==> config.mk <==
export PLATFORM = sky130hd
export DESIGN_NAME = risk_mc_main
export DESIGN_NICKNAME = d
export VERILOG_FILES = /design/src/rtl/risk_pkg.sv /design/src/rtl/clt_gauss_rng.sv /design/src/rtl/risk_mc_main.sv
export SDC_FILE = /design/constraint.sdc
export NUM_CORES = 2
export LEC_CHECK = 0
export CAP_MARGIN = 20
export CORE_MARGIN = 8
export CORE_UTILIZATION = 52
export DETAILED_ROUTE_END_ITERATION = 8
export PLACE_DENSITY = 0.68
export SLEW_MARGIN = 5
export SYNTH_ARGS = -nofsm -noshare
export SYNTH_HDL_FRONTEND = slang
export SYNTH_HIERARCHICAL = 1
export SYNTH_SLANG_ARGS = --single-unit
==> constraint.sdc <==
create_clock -name CLK -period 10.2 [get_ports CLK]
set_clock_uncertainty 0.05 [all_clocks]
set_input_delay 1.53 -clock CLK [delete_from_list [all_inputs] [get_ports CLK]]
set_output_delay 1.53 -clock CLK [all_outputs]
set_load 0.01 [all_outputs]
==> src/rtl/risk_pkg.sv <==
// risk_pkg: shared widths, LFSR polynomial and FSM states for the Monte-Carlo P&L engine.
package risk_pkg;
    localparam int IN_W   = 18;
    localparam int ACC_W  = 27;
    localparam int Z_W    = 15;
    localparam int R_W    = 21;
    localparam int DS_W   = 25;
    localparam int Q_W    = 35;
    localparam int FRAC   = 14;
    localparam int Z_FRAC = 11;
    // Right-shifting Galois form of x^32+x^22+x^2+x+1
    localparam logic [31:0] LFSR_TAPS = 32'h80200003;
    typedef enum logic [1:0] {IDLE, RUN, DRAIN} state_e;
    function automatic logic [31:0] lfsr_step(input logic [31:0] s);
        return {1'b0, s[31:1]} ^ (s[0] ? LFSR_TAPS : 32'h0);
    endfunction
endpackage

==> src/rtl/clt_gauss_rng.sv <==
// clt_gauss_rng: two free-running LFSRs; the sum of four 12-bit uniforms gives a centred Q3.11 Gaussian shock.
module clt_gauss_rng import risk_pkg::*; #(
    parameter logic [31:0] SEED_A = 32'hACE12468,
    parameter logic [31:0] SEED_B = 32'h1F2E3D4C
) (
    input  logic                  clk_i,
    input  logic                  rst_i,
    output logic signed [Z_W-1:0] z_o
);
    logic [31:0] a_q, b_q;
    logic [13:0] usum;
    always_ff @(posedge clk_i or posedge rst_i) begin
        if (rst_i) begin
            a_q <= SEED_A;
            b_q <= SEED_B;
        end else begin
            a_q <= lfsr_step(a_q);
            b_q <= lfsr_step(b_q);
        end
    end
    assign usum = 14'(a_q[11:0]) + 14'(a_q[23:12]) + 14'(b_q[11:0]) + 14'(b_q[23:12]);
    assign z_o  = $signed({1'b0, usum}) - 15'sd8190;
endmodule

==> src/rtl/risk_mc_main.sv <==
// risk_mc_main: batch FSM, input latches, dS / dS^2 pipeline and saturating accumulators.
module risk_mc_main import risk_pkg::*; #(
    parameter int          N_SAMPLES = 256,
    parameter logic [31:0] SEED_A    = 32'hACE12468,
    parameter logic [31:0] SEED_B    = 32'h1F2E3D4C
) (
    input  logic                    CLK,
    input  logic                    RST,
    input  logic                    iDoneOptionCalc,
    input  logic [IN_W-1:0]         iMu,
    input  logic [IN_W-1:0]         iS,
    input  logic [IN_W-1:0]         iSigma,
    output logic signed [ACC_W-1:0] oAcc1,
    output logic [ACC_W-1:0]        oAcc2
);
    localparam int CNT_W = $clog2(N_SAMPLES) + 2;

    state_e                    state_q, state_d;
    logic [CNT_W-1:0]          cnt_q, cnt_d;
    logic [IN_W-1:0]           mu_q, s_q, sigma_q;
    logic                      start;
    logic signed [Z_W-1:0]     z, z_q;
    logic signed [R_W-1:0]     r_q;
    logic signed [DS_W-1:0]    ds_q, ds4_q;
    logic [Q_W-1:0]            q_q;
    logic                      v1_q, v2_q, v3_q, v4_q;
    logic signed [IN_W+Z_W:0]  sz;
    logic signed [IN_W+R_W:0]  sr;
    logic signed [2*DS_W-1:0]  dsq;
    logic signed [ACC_W:0]     s1;
    logic [Q_W:0]              s2;
    logic signed [ACC_W-1:0]   acc1_q, acc1_d;
    logic [ACC_W-1:0]          acc2_q, acc2_d;

    clt_gauss_rng #(.SEED_A(SEED_A), .SEED_B(SEED_B)) u_rng (
        .clk_i (CLK),
        .rst_i (RST),
        .z_o   (z)
    );

    assign start = (state_q == IDLE) && iDoneOptionCalc;

    always_comb begin
        state_d = state_q;
        cnt_d   = cnt_q + 1'b1;
        case (state_q)
            IDLE: begin
                cnt_d   = '0;
                state_d = iDoneOptionCalc ? RUN : IDLE;
            end
            RUN: if (cnt_q == CNT_W'(N_SAMPLES - 1)) begin
                state_d = DRAIN;
                cnt_d   = '0;
            end
            DRAIN: state_d = (cnt_q == CNT_W'(3)) ? IDLE : DRAIN;
            default: state_d = IDLE;
        endcase
    end

    always_ff @(posedge CLK or posedge RST) begin
        if (RST) begin
            state_q <= IDLE;
            cnt_q   <= '0;
            mu_q    <= '0;
            s_q     <= '0;
            sigma_q <= '0;
        end else begin
            state_q <= state_d;
            cnt_q   <= cnt_d;
            if (start) begin
                mu_q    <= iMu;
                s_q     <= iS;
                sigma_q <= iSigma;
            end
        end
    end

    assign sz  = $signed({1'b0, sigma_q}) * z_q;
    assign sr  = $signed({1'b0, s_q}) * r_q;
    assign dsq = ds_q * ds_q;
    // Clamp on every add so a saturated sum can still move back in range
    assign s1     = (ACC_W+1)'(acc1_q) + (ACC_W+1)'(ds4_q);
    assign acc1_d = (s1[ACC_W] != s1[ACC_W-1]) ? {s1[ACC_W], {(ACC_W-1){~s1[ACC_W]}}} : s1[ACC_W-1:0];
    assign s2     = (Q_W+1)'(acc2_q) + (Q_W+1)'(q_q);
    assign acc2_d = (|s2[Q_W:ACC_W]) ? '1 : s2[ACC_W-1:0];

    always_ff @(posedge CLK or posedge RST) begin
        if (RST) begin
            {v1_q, v2_q, v3_q, v4_q} <= '0;
            z_q    <= '0;
            r_q    <= '0;
            ds_q   <= '0;
            ds4_q  <= '0;
            q_q    <= '0;
            acc1_q <= '0;
            acc2_q <= '0;
        end else begin
            v1_q  <= (state_q == RUN);
            v2_q  <= v1_q;
            v3_q  <= v2_q;
            v4_q  <= v3_q;
            z_q   <= z;
            r_q   <= R_W'($signed({1'b0, mu_q}) + (sz >>> Z_FRAC));
            ds_q  <= DS_W'(sr >>> FRAC);
            ds4_q <= ds_q;
            q_q   <= Q_W'(dsq >>> FRAC);
            if (start) begin
                acc1_q <= '0;
                acc2_q <= '0;
            end else if (v4_q) begin
                acc1_q <= acc1_d;
                acc2_q <= acc2_d;
            end
        end
    end

    assign oAcc1 = acc1_q;
    assign oAcc2 = acc2_q;
endmodule

Yosys cells after proc, flatten, opt, wreduce, memory -nomap -nowiden
Cells that the tools add are included.

Register bits after elaboration: 309. Bits in latches: 0. Memory bits (writable): 0. Memory bits (read-only): 0. Bits of input ports: 57. Output and inout port bits: 54. Word-level logic and storage cells: 56. Memories: 0.

Add/subtract/negate cells: 8. $mul: 3. Div/mod/pow operators: 0. Magnitude comparators: 0. Equality and inequality tests: 6. Shift operators: 0. Mux-type cells: 14. Bitwise logic cells: 3. Reductions and logical operators: 4.

Operator list (count): $mux 27 (6); $mux 32 (2); $xor 31x32->32 (2); $mul 25x25->49 (1); $mul 19x21->39 (1); $add 27x35->36 (1); $mul 19x15->32 (1); $add 14x12->14 (2); $add 27x25->28 (1); $add 19x21->21 (1); $pmux 10 s2 (1); $sub 14x13->15 const B (1); $add 12x12->13 (1); $add 10x1->10 const B (1); $eq 10x2->1 const B (1); $eq 10x8->1 const B (1); $mux 10 (1); $reduce_or 9->1 (1); $pmux 2 s3 (1); $mux 2 (2); $eq 2x1->1 const B (1); $eq 2x2->1 const B (1); $logic_not 2->1 (1); $ne 2x2->1 const B (1); other kinds (5) (5).

Depth between registers and ports, before layout
Depth in word-level cells: 5. Depth in mapped cells: 35. Depth with buffers taken out: 33.

By module
Netlist, hierarchy kept.

By module, submodules not included: risk_mc_main (times used 1, cells each 5526, area each 52716.8 um2, seq. area each 6130.9 um2); clt_gauss_rng (times used 1, cells each 258, area each 3130.5 um2, seq. area each 1639.1 um2).

Worst setup path before layout
OpenSTA, ideal clock, no wires.

Kind: register to register. Start point: register z_q[0]. End point: register r_q[20]. Data arrival time: 7.561 ns. Slack: 2.466 ns. Cell stages (with the launch flop): 31. Period minus slack after synthesis: 7.734 ns. Cell sequence: dfrtp_1 clkbuf_1 nand2_1 fa_1 fa_1 inv_1 fa_1 inv_1 fa_1 inv_1 fa_1 fa_1 ha_1 a21oi_1 o21ai_0 o31ai_1 a21oi_4 and2_1 a31o_2 a21oi_1 xnor2_1 ha_1 or2_2 a211oi_1 a21oi_1 a211oi_1 nand2b_1 or3_1 o221ai_1 or3_1 xnor2_1.

Word-level cells in the longest chain between the ends: 2.

RTL lines: start, declared (RTL line risk_mc_main.sv:22) `logic signed [Z_W-1:0] z, z_q;`; start signal, assigned (RTL line risk_mc_main.sv:102) `z_q <= z;`; $mul 19x15->32 (RTL line risk_mc_main.sv:78) `assign sz = $signed({1'b0, sigma_q}) * z_q;`; $add 19x21->21 (RTL line risk_mc_main.sv:103) `r_q <= R_W'($signed({1'b0, mu_q}) + (sz >>> Z_FRAC));`; end signal, assigned (RTL line risk_mc_main.sv:103); end, declared (RTL line risk_mc_main.sv:23) `logic signed [R_W-1:0] r_q;`.

No other way between the ends. A chain may end at the register's enable or synchronous reset.

Worst setup path in the final report
Start point: register sigma_q[10]. End point: register r_q[19].

Word-level cells in the longest chain between the ends: 2.

RTL lines: start, declared (RTL line risk_mc_main.sv:20) `logic [IN_W-1:0] mu_q, s_q, sigma_q;`; start signal, assigned (RTL line risk_mc_main.sv:73) `sigma_q <= iSigma;`; $mul 19x15->32 (RTL line risk_mc_main.sv:78); $add 19x21->21 (RTL line risk_mc_main.sv:103).

No other way between the ends.

==> qor.txt <==
DIE
-------------------------------------------------------------------------------------------
Area of the placeable core                                                      0.107 sq mm
Number of placement rows                                                                120
Die area                                                                        0.118 sq mm
Height of the chip                                                                   344 um
I/O Pins                                                                                111
Horizontal extent of the die                                                         344 um
Effective utilization at floorplan                                                    0.523

SYNTH
-------------------------------------------------------------------------------------------
Register bit total from synthesis                                                       309
Number of instances in the synthesized netlist                                         5784
Syn. warnings                                                                             6
Number of unique standard cell types used by synthesis                                   81
Fraction of synthesized cell area taken by the top area cell type                     0.433
Area leader, netlist                                                           sky130_fd_sc_hd__fa_1
Post-synth ARST share                                                                  1.00
Sequential fraction of the synthesis area                                             0.139
Number of nets in the synthesized netlist                                              7483
Largest cells by area after synthesis                                          sky130_fd_sc_hd__fa_1 43%, sky130_fd_sc_hd__dfrtp_1 13%, sky130_fd_sc_hd__ha_1 9.7%, sky130_fd_sc_hd__inv_1 9.1%, sky130_fd_sc_hd__nand2_1 5.1%
Summed instance area of the synthesized netlist                                0.0558 sq mm
Number of enable-type register cells in the synthesized netlist                           0
Mean Syn Cell Area                                                               9.66 sq um
Most frequently used flop master after synthesis                               sky130_fd_sc_hd__dfrtp_1

FINISH
-------------------------------------------------------------------------------------------
Antenna Cells                                                                             0
Number of fillers in the final layout                                                  9281
Ratio of cells with drive above 1 in the final layout                                0.0319
Final net count                                                                        7485
Most frequent cells in the layout                                              1352 x sky130_fd_sc_hd__inv_1, 1207 x sky130_fd_sc_hd__fa_1, 752 x sky130_fd_sc_hd__nand2_1
Synth-to-Final Area Change                                                            7.21%
Post-layout util                                                                      0.561
Final Instance Area                                                            0.0599 sq mm
Most common cell after layout, fill and taps aside                             sky130_fd_sc_hd__inv_1

DETAILED ROUTING
-------------------------------------------------------------------------------------------
Number of nets with antenna violations after detailed routing                             0
1st-pass router iterations                                                                6
Number of design-rule violations left by the first detailed-router iteration           2102
Drt drc                                                                                   0
Wirelength, routed                                                                135000 um
Average vias per placed instance                                                       5.32
Detailed-route via count                                                              38.4k
Wire length per cell                                                                18.8 um

RUN
-------------------------------------------------------------------------------------------
Max-cap check violation count                                                             0

WORST SETUP PATH
-------------------------------------------------------------------------------------------
Cell with the most instances on the worst path                                 sky130_fd_sc_hd__fa_1
Arrival time reported for the critical path endpoint                                9.08 ns
Worst Path Required                                                                10.64 ns
Longest individual stage delay on the worst path                                    0.66 ns
Type of origin of the critical path                                                register
Kind of end point of the critical path                                             register
Setup CP Type                                                                       reg2reg
CP max-delay cell                                                              sky130_fd_sc_hd__dfrtp_1
Critical path peak fanout                                                                16

CLOCK NETWORK
-------------------------------------------------------------------------------------------
# clock sinks                                                                           309
Largest buffer count on any clock path                                                    3
Num CTS Buffers                                                                          44
Post-CTS Resized                                                                          0
TritonCTS clock tree                                                                  built
Clock root buffer                                                              sky130_fd_sc_hd__clkbuf_16
Number of H-tree branching levels                                                         2
Skew-Pair Late Insertion Delay                                                      0.64 ns
CTS clock-pin slew for the worst setup and hold paths                               0.06 ns
Post-CTS Setup Bufs                                                                       0
CTS Hold Bufs                                                                             0

PLACE
-------------------------------------------------------------------------------------------
Placed instance area                                                           0.0583 sq mm
HPWL Detailed                                                                     109000 um
I/O Buffers                                                                             110
Final GP Congestion                                                                   0.933

TIMING
-------------------------------------------------------------------------------------------
Slew Viols, Final                                                                         0
Portion of the clock cycle consumed by the worst path in the final layout             0.848
Pin slew with the least headroom to its limit                                       1.17 ns
Fin crit period                                                                     8.64 ns
Final count of negative-setup-slack endpoints                                             0
Maximum frequency from static timing analysis                                       116 MHz
Setup repair after global routing missed its margin                                      no
Post-route worst hold slack                                                        0.303 ns
Summed negative setup slack over all endpoints                                         0 ns
Relative slew slack                                                                   0.220
Final hold violation count                                                                0

GLOBAL ROUTE
-------------------------------------------------------------------------------------------
Antenna violations before repair                                                          1
Pin count of the biggest net entering global routing                                     85
Total GRT Usage                                                                       0.241
Via count of the first global-routing pass                                            42.6k
Wire length of the first global-routing pass                                      226000 um
Remaining global-route overflow                                                           0

RUN STATUS
-------------------------------------------------------------------------------------------
Outcome                                                                           completed

WORST HOLD PATH
-------------------------------------------------------------------------------------------
Class of the tightest hold or removal check                                         reg2reg

stage by stage:
step,std cells,setup WS (ns)
floorplan,5784,1.89
global placement,7142,1.77
detailed placement,7142,1.55
CTS,7224,1.51
global route,7225,0.947
finish,7225,1.56
metal layers:
metal	vias up	part of all wire	track usage
met3	271	0.070	0.0476
li1	17400	-	-
met2	1124	0.49	0.411
met5	-	0	0
met4	0	0.034	0.0763
met1	19700	0.40	0.311
Yosys cell counts, types with 71 or more instances:
cell                          n
sky130_fd_sc_hd__a21oi_1    156
sky130_fd_sc_hd__clkbuf_1   186
sky130_fd_sc_hd__xnor2_1    110
sky130_fd_sc_hd__ha_1       435
sky130_fd_sc_hd__o21ai_0    112
sky130_fd_sc_hd__nor2_1     153
sky130_fd_sc_hd__dfrtp_1    279
sky130_fd_sc_hd__fa_1      1207
sky130_fd_sc_hd__inv_1     1354
sky130_fd_sc_hd__and2_1     405
sky130_fd_sc_hd__xor2_1      71
sky130_fd_sc_hd__nand2_1    753
area by class of cell:
type / instances / area, sq um / area share
clock inverter: 27 / 353 / 0.00589
clock buffer: 55 / 1210 / 0.0203
tap: 1403 / 1760 / 0.0293
inverter: 1358 / 5100 / 0.0853
sequential: 309 / 7770 / 0.130
timing repair buffer: 156 / 1450 / 0.0243
multi-input combinational: 3917 / 42200 / 0.705
kinds of logic after synthesis:
logic type,synth area share
adders and majority gates,0.530
buffers and inverters,0.105
and+or+nand+nor,0.131
AOI/OAI and AO/OA,0.0650
DFF,0.139
xor gates and xnor gates,0.0284
muxes,0.00119
sequential cells by signal, indices dropped and copies added (netlist names), 10 cells and up:
register	flops
s_q	18
z_q	15
u_rng/a_q	32
r_q	21
sigma_q	18
ds4_q	25
cnt_q	10
mu_q	18
oAcc1	27
ds_q	25
oAcc2	27
u_rng/b_q	32
q_q	35
worst paths after layout:
| path | cells past startpoint | slack [ns] | to | start |
|---|---|---|---|---|
| min reg2reg | 0 | 0.30 | u_rng/a_q[23]$_DFF_PP1_ | u_rng/a_q[24]$_DFF_PP0_ |
| max | 28 | 1.56 | r_q[19]$_DFF_PP0_ | sigma_q[10]$_DFFE_PP0P_ |
| max reg2reg | 28 | 1.56 | r_q[19]$_DFF_PP0_ | sigma_q[10]$_DFFE_PP0P_ |
| max in group asynchronous | 4 | 7.00 | mu_q[17]$_DFFE_PP0P_ | RST |
| min | 0 | 0.30 | u_rng/a_q[23]$_DFF_PP1_ | u_rng/a_q[24]$_DFF_PP0_ |
| min in group asynchronous | 2 | 1.44 | sigma_q[0]$_DFFE_PP0P_ | RST |
critical path, delay by kind of cell (launching register included):
family,cells,cell delay [ns]
adder cells (fa/ha/maj),8,3.63
XOR/XNOR,1,0.12
AND/OR/NAND/NOR,3,0.68
AO/OA/AOI/OAI,13,3.23
buffers and inverters,3,0.16
flip-flops,1,0.66
Power is not shown: default switching activity piles up to over one toggle a cycle in this logic, so the estimate is an artifact.
